[src/rtl/bkm_bus_pkg.sv]
// bkm_bus_pkg: shared types and constants for the card-bus master.
//   state_e    - transaction FSM states
//   cmd_t      - latched command payload
//   *_IDLE     - pin levels driven whenever no transaction is in flight
//   in_*()     - state classification helpers used by the pin decode
package bkm_bus_pkg;

    localparam int unsigned AD_W  = 8;
    localparam int unsigned CNT_W = 8;

    typedef enum logic [2:0] {
        IDLE     = 3'd0,
        A_SETUP  = 3'd1,
        A_STROBE = 3'd2,
        A_HOLD   = 3'd3,
        D_SETUP  = 3'd4,
        D_STROBE = 3'd5,
        D_HOLD   = 3'd6,
        DONE     = 3'd7
    } state_e;

    typedef struct packed {
        logic            write;
        logic [AD_W-1:0] addr;
        logic [AD_W-1:0] wdata;
    } cmd_t;

    localparam logic            SLOT_IDLE    = 1'b1;
    localparam logic            CLK_RW_IDLE  = 1'b1;
    localparam logic            AX_D_IDLE    = 1'b1;
    localparam logic            R_WX_IDLE    = 1'b1;
    localparam logic            AD_OE_X_IDLE = 1'b1;
    localparam logic [AD_W-1:0] AD_OUT_IDLE  = '0;

    function automatic logic in_addr(input state_e s);
        return s inside {A_SETUP, A_STROBE, A_HOLD};
    endfunction

    function automatic logic in_data(input state_e s);
        return s inside {D_SETUP, D_STROBE, D_HOLD};
    endfunction

    function automatic logic in_strobe(input state_e s);
        return s inside {A_STROBE, D_STROBE};
    endfunction

endpackage

[src/rtl/phase_timer.sv]
// phase_timer: shared down-counter timing each SETUP/STROBE/HOLD state.
//   clk_i, rst_ni - clock, async active-low reset
//   start_i       - load a new duration (in clocks, 1..255)
//   load_i        - duration to load
//   done_o        - registered pulse during the last clock of the duration
module phase_timer
    import bkm_bus_pkg::*;
(
    input  logic             clk_i,
    input  logic             rst_ni,
    input  logic             start_i,
    input  logic [CNT_W-1:0] load_i,
    output logic             done_o
);

    logic [CNT_W-1:0] cnt_q, cnt_d;
    logic             done_d;

    // Counter holds clocks remaining after the current one; done fires as it reaches zero.
    always_comb begin
        cnt_d  = cnt_q;
        done_d = 1'b0;
        if (start_i) begin
            cnt_d  = load_i - CNT_W'(1);
            done_d = (load_i == CNT_W'(1));
        end else if (cnt_q != '0) begin
            cnt_d  = cnt_q - CNT_W'(1);
            done_d = (cnt_q == CNT_W'(1));
        end
    end

    always_ff @(posedge clk_i or negedge rst_ni) begin
        if (!rst_ni) begin
            cnt_q  <= '0;
            done_o <= 1'b0;
        end else begin
            cnt_q  <= cnt_d;
            done_o <= done_d;
        end
    end

endmodule

[src/rtl/monitor_bus_master.sv]
// monitor_bus_master: command-driven master for a multiplexed 8-bit card bus.
// Each command runs an address phase then a data phase, each made of
// SETUP/STROBE/HOLD intervals, followed by a one-cycle DONE response.
//   clk_50mhz_in, reset_x         - clock, async active-low reset
//   cmd_valid/ready/write/addr/wdata - command handshake
//   rsp_valid, rsp_rdata          - completion pulse and read data
//   slot_x_int_x, clk_rw, ax_d, r_wx - card control pins (pin polarity)
//   ad_out, ad_oe_x, ad_in        - bus drive, active-low enable, sampled bus;
//                                   the pad tri-state is formed above this block
//   irq_x, irq_pending, irq_ack   - card interrupt, compiled in by BKM_MASTER_IRQ_EN
module monitor_bus_master
    import bkm_bus_pkg::*;
#(
    parameter int unsigned SETUP_CYCLES  = 4,
    parameter int unsigned STROBE_CYCLES = 8,
    parameter int unsigned HOLD_CYCLES   = 4
) (
    input  logic            clk_50mhz_in,
    input  logic            reset_x,
    input  logic            cmd_valid,
    output logic            cmd_ready,
    input  logic            cmd_write,
    input  logic [AD_W-1:0] cmd_addr,
    input  logic [AD_W-1:0] cmd_wdata,
    output logic            rsp_valid,
    output logic [AD_W-1:0] rsp_rdata,
    output logic            slot_x_int_x,
    output logic            clk_rw,
    output logic            ax_d,
    output logic            r_wx,
    output logic [AD_W-1:0] ad_out,
    output logic            ad_oe_x,
    input  logic [AD_W-1:0] ad_in,
    input  logic            irq_x,
    output logic            irq_pending,
    input  logic            irq_ack
);

    localparam logic [CNT_W-1:0] SETUP_LD  = CNT_W'(SETUP_CYCLES);
    localparam logic [CNT_W-1:0] STROBE_LD = CNT_W'(STROBE_CYCLES);
    localparam logic [CNT_W-1:0] HOLD_LD   = CNT_W'(HOLD_CYCLES);

    state_e          state_q, state_d;
    cmd_t            cmd_q, cmd_d;
    logic [AD_W-1:0] rdata_d;
    logic            tmr_start, tmr_done;
    logic [CNT_W-1:0] tmr_load;
    logic            cmd_ready_d, rsp_valid_d, slot_d, clk_rw_d, ax_d_d, r_wx_d, ad_oe_x_d;
    logic [AD_W-1:0] ad_out_d;
    logic            drive_d;

    phase_timer u_timer (
        .clk_i   (clk_50mhz_in),
        .rst_ni  (reset_x),
        .start_i (tmr_start),
        .load_i  (tmr_load),
        .done_o  (tmr_done)
    );

    // Next state plus pin decode from the next state, so registered pins line up with the state.
    always_comb begin
        state_d   = state_q;
        cmd_d     = cmd_q;
        rdata_d   = rsp_rdata;
        tmr_start = 1'b0;
        tmr_load  = SETUP_LD;

        case (state_q)
            IDLE: if (cmd_valid) begin
                cmd_d     = '{write: cmd_write, addr: cmd_addr, wdata: cmd_wdata};
                rdata_d   = '0;
                state_d   = A_SETUP;
                tmr_start = 1'b1;
                tmr_load  = SETUP_LD;
            end
            A_SETUP: if (tmr_done) begin
                state_d = A_STROBE; tmr_start = 1'b1; tmr_load = STROBE_LD;
            end
            A_STROBE: if (tmr_done) begin
                state_d = A_HOLD; tmr_start = 1'b1; tmr_load = HOLD_LD;
            end
            A_HOLD: if (tmr_done) begin
                state_d = D_SETUP; tmr_start = 1'b1; tmr_load = SETUP_LD;
            end
            D_SETUP: if (tmr_done) begin
                state_d = D_STROBE; tmr_start = 1'b1; tmr_load = STROBE_LD;
            end
            D_STROBE: if (tmr_done) begin
                state_d = D_HOLD; tmr_start = 1'b1; tmr_load = HOLD_LD;
                // Card data is sampled on the last strobe clock.
                if (!cmd_q.write) rdata_d = ad_in;
            end
            D_HOLD: if (tmr_done) state_d = DONE;
            DONE:   state_d = IDLE;
            default: state_d = IDLE;
        endcase

        drive_d     = in_addr(state_d) || (in_data(state_d) && cmd_d.write);
        cmd_ready_d = (state_d == IDLE);
        rsp_valid_d = (state_d == DONE);
        slot_d      = (in_addr(state_d) || in_data(state_d)) ? 1'b0 : SLOT_IDLE;
        clk_rw_d    = in_strobe(state_d) ? 1'b0 : CLK_RW_IDLE;
        ax_d_d      = in_addr(state_d) ? 1'b0 : AX_D_IDLE;
        r_wx_d      = (state_d == IDLE) ? R_WX_IDLE : ~cmd_d.write;
        ad_oe_x_d   = drive_d ? 1'b0 : AD_OE_X_IDLE;
        ad_out_d    = in_addr(state_d) ? cmd_d.addr :
                      drive_d          ? cmd_d.wdata : AD_OUT_IDLE;
    end

    always_ff @(posedge clk_50mhz_in or negedge reset_x) begin
        if (!reset_x) begin
            state_q      <= IDLE;
            cmd_q        <= '0;
            rsp_rdata    <= '0;
            cmd_ready    <= 1'b1;
            rsp_valid    <= 1'b0;
            slot_x_int_x <= SLOT_IDLE;
            clk_rw       <= CLK_RW_IDLE;
            ax_d         <= AX_D_IDLE;
            r_wx         <= R_WX_IDLE;
            ad_oe_x      <= AD_OE_X_IDLE;
            ad_out       <= AD_OUT_IDLE;
        end else begin
            state_q      <= state_d;
            cmd_q        <= cmd_d;
            rsp_rdata    <= rdata_d;
            cmd_ready    <= cmd_ready_d;
            rsp_valid    <= rsp_valid_d;
            slot_x_int_x <= slot_d;
            clk_rw       <= clk_rw_d;
            ax_d         <= ax_d_d;
            r_wx         <= r_wx_d;
            ad_oe_x      <= ad_oe_x_d;
            ad_out       <= ad_out_d;
        end
    end

`ifdef BKM_MASTER_IRQ_EN
    logic irq_s1_q, irq_s2_q, irq_prev_q, pending_q, pending_d, irq_fall;

    assign irq_fall = irq_prev_q & ~irq_s2_q;

    // A new interrupt edge outranks a simultaneous acknowledge.
    always_comb begin
        pending_d = pending_q;
        if (irq_ack)  pending_d = 1'b0;
        if (irq_fall) pending_d = 1'b1;
    end

    always_ff @(posedge clk_50mhz_in or negedge reset_x) begin
        if (!reset_x) begin
            irq_s1_q   <= 1'b1;
            irq_s2_q   <= 1'b1;
            irq_prev_q <= 1'b1;
            pending_q  <= 1'b0;
        end else begin
            irq_s1_q   <= irq_x;
            irq_s2_q   <= irq_s1_q;
            irq_prev_q <= irq_s2_q;
            pending_q  <= pending_d;
        end
    end

    assign irq_pending = pending_q;
`else
    logic unused_irq;
    assign unused_irq  = irq_x ^ irq_ack;
    assign irq_pending = 1'b0;
`endif

endmodule
[config.mk]
export PLATFORM = sky130hd
export DESIGN_NAME = monitor_bus_master
export DESIGN_NICKNAME = d
export VERILOG_FILES = /design/src/rtl/bkm_bus_pkg.sv /design/src/rtl/phase_timer.sv /design/src/rtl/monitor_bus_master.sv
export SDC_FILE = /design/constraint.sdc
export NUM_CORES = 1
export LEC_CHECK = 0
export ABC_AREA = 1
export CAP_MARGIN = 15
export CELL_PAD_IN_SITES_DETAIL_PLACEMENT = 1
export CELL_PAD_IN_SITES_GLOBAL_PLACEMENT = 1
export CORE_ASPECT_RATIO = 0.8
export CORE_UTILIZATION = 40
export DETAILED_ROUTE_END_ITERATION = 10
export GPL_TIMING_DRIVEN = 0
export PLACE_DENSITY_LB_ADDON = 0.1
export SLEW_MARGIN = 20
export SYNTH_ARGS = -nofsm -noshare
export SYNTH_HDL_FRONTEND = slang
export SYNTH_SLANG_ARGS = --single-unit
[constraint.sdc]
create_clock -name clk_50mhz_in -period 3.9 [get_ports clk_50mhz_in]
set_input_delay 0.78 -clock clk_50mhz_in [delete_from_list [all_inputs] [get_ports clk_50mhz_in]]
set_output_delay 0.78 -clock clk_50mhz_in [all_outputs]
set_load 0.01 [all_outputs]
* Yosys cells after proc, flatten, opt, wreduce, memory -nomap -nowiden
Cells that the tools add are included.
Storage, ports and cells: register bits 52, input bits 30, output and inout port bits 24
Operators by class: add/sub/neg operators 2, equal/unequal tests 19, muxes and demuxes 30, bitwise operators 1, reduce and logical (&&, ||, !) cells 14
Operators by type and width (count):
- 2-to-1 mux 8 bit | 7
- 2-to-1 mux 17 bit | 2
- equality test 3 bit, second input constant | 8
- one-hot mux 3 bit (8 select lines) | 1
- 2-to-1 mux 3 bit | 7
- one-hot mux 8 bit (2 select lines) | 1
- equality test 3 x 2 -> 1 bit, second input constant | 4
- 2-to-1 mux 1 bit | 9
- equality test 8 x 1 -> 1 bit, second input constant | 1
- 2-to-1 mux 4 bit | 2
- nonzero test 8 bit | 1
- subtractor 8 x 1 -> 8 bit, second input constant | 1
- equality test 3 x 1 -> 1 bit, second input constant | 2
- zero test 3 bit | 2
- nonzero test 2 bit | 3
- nonzero test 3 bit | 2
- OR reduction 5 bit | 1
- subtractor 4 x 1 -> 5 bit, second input constant | 1
- equality test 4 x 1 -> 1 bit, second input constant | 1
- != test 2 bit, second input constant | 2
- AND reduction 4 bit | 1
- logical OR 1 bit | 2
- != test 2 x 1 -> 1 bit, second input constant | 1
- one-hot mux 1 bit (2 select lines) | 1
- 3 further kinds | 3

* Logic depth before layout (Yosys ltp)
Gate-level depths: netlist (run 1).
depth in word-level cells 8, mapped depth 10

* By module
From an unflattened synthesis (run 1), not the netlist that was laid out.
Unflattened totals: cells, all modules 341, area total of the unflattened synthesis 2728.9 µm²
By module, submodules not included:
- monitor_bus_master | times used 1, cells each 227, area an instance 1945.6 µm², seq. area each 1083.5 µm²
- phase_timer | times used 1, cells each 114, area an instance 783.3 µm², seq. area each 225.2 µm²

* Worst setup path before layout (run 1)
No wires, ideal clock.
path kind input-to-reg, start point input cmd_valid, end point register ad_out[0], library setup time 0.121 ns, arrival time 1.524 ns, slack 2.256 ns, stages on the path 7, cell sequence buf_4 clkbuf_1 o21ai_0 nand2_1 o21ai_1 nand4_1 nand2_1
RTL lines:
- from (decl) | line monitor_bus_master.sv:20 | input logic cmd_valid,
- to (signal assigned) | line monitor_bus_master.sv:134 | ad_out <= ad_out_d;
- to (decl) | line monitor_bus_master.sv:31 | output logic [AD_W-1:0] ad_out,

* Worst setup path in the final report (run 1)
start point register r_wx, end point output r_wx
RTL lines:
- from (decl) | line monitor_bus_master.sv:30 | output logic r_wx,
- from (signal assigned) | line monitor_bus_master.sv:132 | r_wx <= r_wx_d;
No word-level cell between the ends.

==> metrics.yaml, run 1 <==
job:
  cap_viol_max_count: 0
pwr:
  combPwrFrac_pct: 45.7
  clock_power_share_pct: 14.5
  powerDensity_nw_per_um2: 663
  switching_power_w: 0.000841
  ir_drop_mv: 0.279
  sw_frac_of_total_pct: 40.3
  p_seq_share_pct: 39.9
  p_total_w: 0.00209
  internal_power_w: 0.00125
  p_leak_nw: 1.52
die:
  dieArea_sq_um: 6510
  die_w_microns: 90.0
  core_sq_um: 5940
  die_h_microns: 72.4
  initial_core_util_pct: 41.7
  floorplan.rows: 25
  ios: 54
sta:
  fin_crit_ns: 2.15
  slew_violations: 0
  fin_setup_tns_ns: 0
  fin_crit_sh_pct: 55.2
  fin_worst_skew_ns: 0.00810
  rsz0062_at_grt: "false"
  setup_violations: 0
  finalHoldViolCount: 0
  worstMarginPinSlew_ns: 0.661
  slew_headroom_pct: 55.9
  clock.fmax_mhz: 465
cts:
  cts_tree: "yes"
  path_clk_slew_ns: 0.09
  clkSinkCount: 52
  cts_buffer_depth: 2
  clk_latency_ns: 0.30
  htreeDepth: 2
  cts_hold_buf: 0
  cts_buffers: 5
  cts.repair.resized: 0
  post_cts_buffers: 0
  cts-root-buf: "clkbuf_8"
final_layout:
  finish.utilization_pct: 53.0
  nNetsFinal: 378
  fin_area_sq_um: 3150
  n_fill_cell: 714
  mostFrequentLayoutCell: "nand2_1"
  final_cell_mix: "nand2_1 (99), clkdlybuf4s50_1 (48), dfrtp_1 (46), inv_1 (26), nand3_1 (17)"
  drive_above_1_share_pct: 13.9
  antenna_cells: 0
  syn_to_final_growth_pct: 27.1
critical_path:
  worstPathArrival_ns: 1.37
  crit_fanout: 1
  path_cells: "clkdlybuf4s50_1"
  crit_slowest_cell: "dfstp_2"
  required_ns: 3.12
  end_kind: "output pin"
  cp-start-kind: "flip-flop"
  slowest_delay_ns: 0.54
  critical-path-top-delay-family: "flip-flops"
  critical_path_class: "flip-flop to output pin"
  cp_num_buf_inv: 1
route:
  wl_microns: 5780
  via_count: 2072
  avgViaCountPerCell: 4.85
  drcViolationCount: 0
  drt-initial-drc-count: 99
  final_antenna_net_count: 0
  dr.pass1.iters: 4
  wl_per_cell_microns: 13.5
run_status:
  status: "completed"
global_route:
  grt_pass1_wl_microns: 9790
  grt_overflow_total: 0
  antenna_found_initial: 0
  track_usage_pct: 19.1
  grt_max_degree: 53
  first_global_vias: 2027
logic_synthesis:
  synth_fa_ha_area_share_pct: 1.52
  syn_nets: 322
  yosysWarnings: 0
  yosysTopAreaCellShare_pct: 46.5
  synth_top_area_cell: "dfrtp_1"
  yosysSeqAreaShare_pct: 52.8
  ys_ff_latch: 52
  synthMuxAreaShare_pct: 0
  synth_area_leaders: "dfrtp_1 (46%), nand2_1 (15%), dfstp_2 (6.4%)"
  yosys.area_share.simple_pct: 29.1
  syn_inst: 289
  synthXorXnorAreaFrac_pct: 0.707
  synth_top_family_by_area: "simple AND/OR/NAND/NOR gates"
  syn_avg_cell_area_sq_um: 8.57
  synthDistinctLibCells: 29
  synth_compound_area_share_pct: 7.88
  synth_area_sq_um: 2480
worst_hold_path:
  hold_class: "flip-flop to flip-flop"
placed_design:
  placed_cell_area_sq_um: 3070
  place_congestion: 0.761
  portBuffers: 49
  dp_hpwl_microns: 4230
==> worst min-delay path, cell delays in order (launching register included) <==
cell and delay, ns:
dfrtp_1 0.33, nand2_1 0.05, nand2_1 0.07
==> routing by layer <==
metal	vias up	GRT usage [%]	wire length (microns)
met5	-	0	0
met4	0	5.38	58
met3	7	3.04	208
met2	42	29.4	2520
met1	994	28.3	2990
li1	1029	-	-
==> synthesized netlist by cell type <==
cell type  number
or2_1           1
o21ai_2         8
xor2_1          1
dfrtp_1        46
dfstp_2         6
buf_2           1
or2_2           1
nor2_4          1
nor3_1          1
o21ai_1        13
a21oi_1         4
buf_6           4
nand2_4         3
nand4_1        12
inv_2           3
nor2_2          3
nand3_4         1
buf_4           3
o21ai_0         8
conb_1          1
ha_1            3
inv_1          26
clkbuf_1        1
nand2_1        99
xnor2_1         1
nor2_1         14
nand2_2         6
nand3_1        17
inv_6           1
==> through the flow <==
| stage | hold WS [ns] | instances | worst slack [ns] |
|---|---|---|---|
| after floorplan | 0.439 | 289 | 2.26 |
| after global placement | 0.455 | 419 | 0.461 |
| after detailed placement | 0.462 | 419 | 1.86 |
| after CTS | 0.487 | 427 | 1.74 |
| after global routing | 0.512 | 427 | 1.71 |
| final | 0.480 | 427 | 1.75 |
==> cells by family (layout without fill, tap and decap cells) <==
logic type | Yosys count | in the layout
xor+xnor | 2 | 2
simple gates | 159 | 159
compound gates | 33 | 33
fa+ha+maj | 3 | 3
other cells | 1 | 1
flops | 52 | 52
buf+inv | 39 | 96
==> worst paths after layout <==
check,start,endpoint,slack (ns),depth (start not counted)
max in group asynchronous,reset_x,u_timer.cnt_q[7],2.96,1
worst min register to register,cmd_q[10],cmd_q[10],0.48,2
worst max register to register,state_q[1],ad_out[3],2.33,9
worst min-delay path,cmd_q[10],cmd_q[10],0.48,2
worst max-delay path,r_wx,r_wx,1.75,1
min in group asynchronous,reset_x,cmd_q[6],0.50,1
==> sequential cells by signal, indices dropped and copies added (netlist names) <==
name	count
cmd_q	17
ad_out	8
rsp_rdata	8
u_timer.cnt_q	8
state_q	3
ad_oe_x	1
ax_d	1
clk_rw	1
cmd_ready	1
r_wx	1
rsp_valid	1
slot_x_int_x	1
u_timer.done_o	1
==> cell type report <==
class	count	area (sq um)	share of cell area [%]
Inverter	30	118	3.74
Timing Repair Buffer	49	488	15.5
Clock buffer	7	76.3	2.42
Multi-Input combinational cell	198	975	31.0
Buffer	9	76.3	2.42
Tap cell	81	101	3.22
Clock inverter	1	5.00	0.159
Sequential cell	52	1310	41.6
==> power by group through the flow <==
stage | registers [W] | clock network, W | logic [W]
6_report | 0.000833 | 0.000302 | 0.000954
3_5_place_dp | 0.000844 | 0 | 0.000964
4_1_cts | 0.000835 | 0.000317 | 0.000968
5_1_grt | 0.000856 | 0.000341 | 0.00108
2_1_floorplan | 0.000858 | 0 | 0.000609
3_3_place_gp | 0.000840 | 0 | 0.000929
(Power assumes the default switching activity.)
==> run 2: changes to the inputs <==
CORE_UTILIZATION = 34   (was 40)
clock period = 1.8 ns   (was 3.9 ns; I/O delays follow)
==> run 2 against run 1 <==
Final area grew 0.76%. Register-to-register slack lost 2.1 ns. Via count shrank 2.6%. Critical path depth is the same. Sequential share of layout area shrank 0.31 points. First-iteration DRC count shrank 46%. Clock skew grew 0.0069 ns. Worst setup slack lost 1.7 ns. Wire length shrank 1.9%. Combinational power grew 120%.
==> metrics.yaml, run 2 (synthesis gave the netlist of run 1 again) <==
placed_design:
  portBuffers: 49
  place_congestion: 0.773
  dp_hpwl_microns: 4220
  placed_cell_area_sq_um: 3070
final_layout:
  nNetsFinal: 378
  antenna_cells: 0
  fin_area_sq_um: 3170
  seqCellArea_sq_um: 1310
  largest_reg_flops: 17
  drive_above_1_share_pct: 14.5
  regMostFlops: "cmd_q"
  multiInputGateArea_sq_um: 975
  mostFrequentLayoutCell: "nand2_1"
  n_fill_cell: 852
  final_cell_mix: "nand2_1 (99), clkdlybuf4s50_1 (48), dfrtp_1 (46), inv_1 (26), nand3_1 (17)"
  finish.utilization_pct: 45.6
  syn_to_final_growth_pct: 28.0
critical_path:
  critical-path-top-delay-family: "flip-flops"
  path_cells: "clkdlybuf4s50_1"
  crit_slowest_cell: "dfstp_2"
  required_ns: 1.44
  cp_num_buf_inv: 1
  cp-start-kind: "flip-flop"
  critical_path_class: "flip-flop to output pin"
  end_kind: "output pin"
  worstPathArrival_ns: 1.36
  crit_fanout: 1
  slowest_delay_ns: 0.53
sta:
  hold_ws_ns: 0.0695
  clock.fmax_mhz: 581
  fin_crit_sh_pct: 95.6
  setup_violations: 0
  fin_worst_skew_ns: 0.0150
  slew_headroom_pct: 56.6
  finalHoldViolCount: 0
  fin_crit_ns: 1.72
  slew_violations: 0
  rsz0062_at_grt: "false"
  fin_setup_tns_ns: 0
  worstMarginPinSlew_ns: 0.651
route:
  maxUsedRoutingLayer: "met4"
  dr.pass1.iters: 4
  wl_per_cell_microns: 13.1
  drcViolationCount: 0
  wl_met1_microns: 2990
  wl_microns: 5670
  via_count: 2019
  wl_met2_microns: 2430
  met3_wirelength_microns: 209
  avgViaCountPerCell: 4.66
  drt-initial-drc-count: 53
  final_antenna_net_count: 0
cts:
  cts_buffers: 5
  clk_latency_ns: 0.30
  cts_buffer_depth: 2
  htreeDepth: 2
  post_cts_buffers: 0
  path_clk_slew_ns: 0.10
  cts_tree: "yes"
  cts-root-buf: "clkbuf_8"
  cts.repair.resized: 0
  cts_hold_buf: 0
  clkSinkCount: 52
pwr:
  ir_drop_mv: 0.511
  internal_power_w: 0.00274
  p_total_w: 0.00458
  p_seq_share_pct: 39.4
  combPwrFrac_pct: 45.0
  sw_frac_of_total_pct: 40.2
  clock_power_share_pct: 15.6
  switching_power_w: 0.00184
  powerDensity_nw_per_um2: 1450
  p_leak_nw: 1.53
die:
  floorplan.rows: 27
  initial_core_util_pct: 35.6
  ios: 54
  die_h_microns: 78.4
  core_sq_um: 6960
  die_w_microns: 97.4
  dieArea_sq_um: 7630
job:
  cap_viol_max_count: 0
run_status:
  status: "completed"
worst_hold_path:
  hold_class: "input port to async pin"
global_route:
  antenna_found_initial: 0
  grt_pass1_wl_microns: 9730
  grt_overflow_total: 0
  track_usage_pct: 16.1
  first_global_vias: 2009
  grt_max_degree: 53
[run 2: path summary, 6_finish.rpt]
path | slack, ns | from | cells past startpoint | to
max | 0.08 | clk_rw | 1 | clk_rw
min | 0.07 | reset_x | 1 | rsp_rdata[4]
max reg2reg | 0.25 | state_q[1] | 8 | ad_out[7]
min reg2reg | 0.48 | cmd_q[9] | 2 | cmd_q[9]
max in group asynchronous | 1.28 | reset_x | 1 | cmd_q[7]
min in group clk_50mhz_in | 0.48 | cmd_q[9] | 2 | cmd_q[9]
[run 2: cell type report]
cell class	count	area share (%)
multi-input cells	198	30.7
clock buffers	6	2.60
inverters	30	3.71
plain buffers	9	2.41
clock inverters	2	0.473
flip-flops and latches	52	41.3
well taps	87	3.43
repair buffers	49	15.4
[run 2: worst reg2reg max path: cells and delay by family, from the launching register on]
kind / cells / cell delay, ns
and+or+nand+nor: 7 / 0.96
DFF: 1 / 0.39
buffers and inverters: 1 / 0.14
[run 2: layer usage]
metal,track usage [%],vias to the layer above
li1,-,1027
met1,23.7,954
met2,23.9,36
met3,3.03,2
met4,4.85,0
met5,0,-
[run 2: power by group through the flow]
| stage | combinational [W] | clock (W) | sequential, W |
|---|---|---|---|
| after floorplan | 0.00132 | 0 | 0.00186 |
| after global placement | 0.00203 | 0 | 0.00182 |
| after detailed placement | 0.00208 | 0 | 0.00184 |
| after CTS | 0.00209 | 0.000747 | 0.00181 |
| after global routing | 0.00235 | 0.000789 | 0.00186 |
| final | 0.00206 | 0.000716 | 0.00181 |
[run 2: metrics by stage]
step                      setup WS, ns  std cells
after floorplan                  0.446        289
after global placement           -1.28        425
after detailed placement         0.205        425
after CTS                       0.0526        433
after global routing            0.0328        433
final                           0.0784        433
==> run 3: changes to the inputs <==
clock period = 1.5 ns   (was 1.8 ns; I/O delays follow)
==> run 3 against run 2 <==
Clock power increased by 20%. Sequential share of layout area is 2.4 points lower. Non-clock buffer count rose by 7. Largest cell class unchanged.
==> metrics.yaml, run 3 (synthesis gave the netlist of run 1 again) <==
run_status:
  status: "completed"
sta:
  fin_worst_skew_ns: 0.0140
  clock.fmax_mhz: 704
  worstMarginPinSlew_ns: 0.652
  slew_headroom_pct: 56.5
  rsz0062_at_grt: "true"
  finalHoldViolCount: 0
  fin_crit_sh_pct: 94.7
  hold_ws_ns: 0.00780
  setup_violations: 0
  fin_crit_ns: 1.42
  slew_violations: 0
worst_hold_path:
  hold_class: "input port to async pin"
pwr:
  internal_power_w: 0.00345
  p_seq_share_pct: 37.1
  sw_frac_of_total_pct: 41.1
  ir_drop_mv: 0.575
  p_leak_nw: 1.76
  powerDensity_nw_per_um2: 1740
  clock_power_share_pct: 14.7
  switching_power_w: 0.00241
  combPwrFrac_pct: 48.2
critical_path:
  crit_slowest_cell: "dfrtp_1"
  path_common_cell: "nand2_1"
  slowest_delay_ns: 0.39
  cp-start-kind: "flip-flop"
  worstPathArrival_ns: 1.62
  end_kind: "flip-flop"
  r2r_slack_ns: 0.08
  path_cells: "buf_6 > nor2_4 > nand2_4 > inv_8 > nand2_8 > buf_8 > nand2_1 > nand2_1 > nand3_1 > nand2_1"
  crit_fanout: 8
  critical_path_class: "flip-flop to flip-flop"
  required_ns: 1.70
cts:
  cts_buffers: 5
  cts-root-buf: "clkbuf_8"
  cts_tree: "yes"
  cts_buffer_depth: 2
  cts_hold_buf: 0
  htreeDepth: 2
  path_clk_slew_ns: 0.10
  clk_latency_ns: 0.31
  clkSinkCount: 52
route:
  wl_microns: 6020
  via_count: 2096
  dr.pass1.iters: 4
  avgViaCountPerCell: 4.75
  final_antenna_net_count: 0
  drcViolationCount: 0
  drt-initial-drc-count: 80
  wl_per_cell_microns: 13.7
placed_design:
  dp_hpwl_microns: 4220
  portBuffers: 49
  place_congestion: 0.773
die:
  dieArea_sq_um: 7630
  die_h_microns: 78.4
  core_sq_um: 6960
  ios: 54
  floorplan.rows: 27
  initial_core_util_pct: 35.6
  die_w_microns: 97.4
global_route:
  grt_max_degree: 53
  track_usage_pct: 16.1
  grt_overflow_total: 0
  grt_pass1_wl_microns: 9750
  antenna_found_initial: 0
  first_global_vias: 2016
final_layout:
  final_cell_mix: "nand2_1 (91), dfrtp_1 (43), inv_1 (26), clkdlybuf4s50_1 (25)"
  syn_to_final_growth_pct: 36.3
  regMostFlops: "cmd_q"
  largest_reg_flops: 17
  antenna_cells: 0
  n_fill_cell: 841
  nNetsFinal: 386
  mostFrequentLayoutCell: "nand2_1"
  finish.utilization_pct: 48.5
  drive_above_1_share_pct: 22.6
job:
  cap_viol_max_count: 0
run 3: cell count changes in the layout (fill, tap and decap cells not counted), moves of 5 or more:
cell,before,now
o21ai_1,13,7
clkdlybuf4s50_1,48,25
nand2_1,99,91
nand2_2,6,12
o21ai_2,8,14
dlymetal6s2s_1,0,8
buf_4,4,9
dlygate4sd2_1,0,15
run 3: final cells by class:
type	instances	area, sq um	area share [%]
clock buffer	6	82.6	2.45
timing repair buffer	56	559	16.6
tap	87	109	3.22
clock inverter	2	15.0	0.445
sequential	52	1310	38.9
buffer	9	103	3.04
multi-input combinational	199	1070	31.8
inverter	30	123	3.63
run 3: power groups by stage:
stage / combinational [W] / sequential, W / clock [W]
after floorplan: 0.00158 / 0.00223 / 0
after global placement: 0.00244 / 0.00218 / 0
after detailed placement: 0.00250 / 0.00220 / 0
after CTS: 0.00251 / 0.00218 / 0.000897
after global routing: 0.00318 / 0.00224 / 0.000949
final: 0.00282 / 0.00218 / 0.000862
run 3: critical path: cells and delay by family (launching register included):
family,cells,cell delay [ns]
buffers and inverters,3,0.37
AND/OR/NAND/NOR,7,0.56
flip-flops,1,0.39
run 3: repair_timing:
item,in CTS,in global routing
setup endpoints to repair,26,30
cloned,0,2
endpoints found under the hold margin,0,0
pin swaps,0,10
resized for setup,19,41
buffers inserted,2,4
run 3: per-layer routing:
metal | routed length, microns | global-route usage [%]
met1 | 3090 | 23.7
met2 | 2690 | 23.9
met3 | 209 | 3.03
met4 | 37 | 4.85
met5 | 0 | 0
run 3: metrics by stage:
| step | cell area (sq um) | worst slack, ns | cells | total power [W] | setup TNS [ns] |
|---|---|---|---|---|---|
| detailed placement | 3070 | -0.0501 | 425 | 0.00471 | -0.184 |
| floorplan | 2480 | 0.146 | 289 | 0.00382 | 0 |
| global route | 3380 | -0.0131 | 441 | 0.00636 | -0.0478 |
| CTS | 3180 | 0.00605 | 435 | 0.00558 | 0 |
| finish | 3380 | 0.0791 | 441 | 0.00586 | 0 |
| global placement | 3080 | -1.52 | 425 | 0.00463 | -75.60 |
run 3: final timing paths:
| check | startpoint | endpoint | cells past startpoint |
|---|---|---|---|
| max in group asynchronous | reset_x | state_q[2] | 1 |
| min reg2reg | cmd_q[10] | cmd_q[10] | 2 |
| min in group clk_50mhz_in | cmd_valid | state_q[0] | 3 |
| max | state_q[1] | ad_out[5] | 10 |
| max reg2reg | state_q[1] | ad_out[5] | 10 |
| min | reset_x | rsp_rdata[4] | 1 |
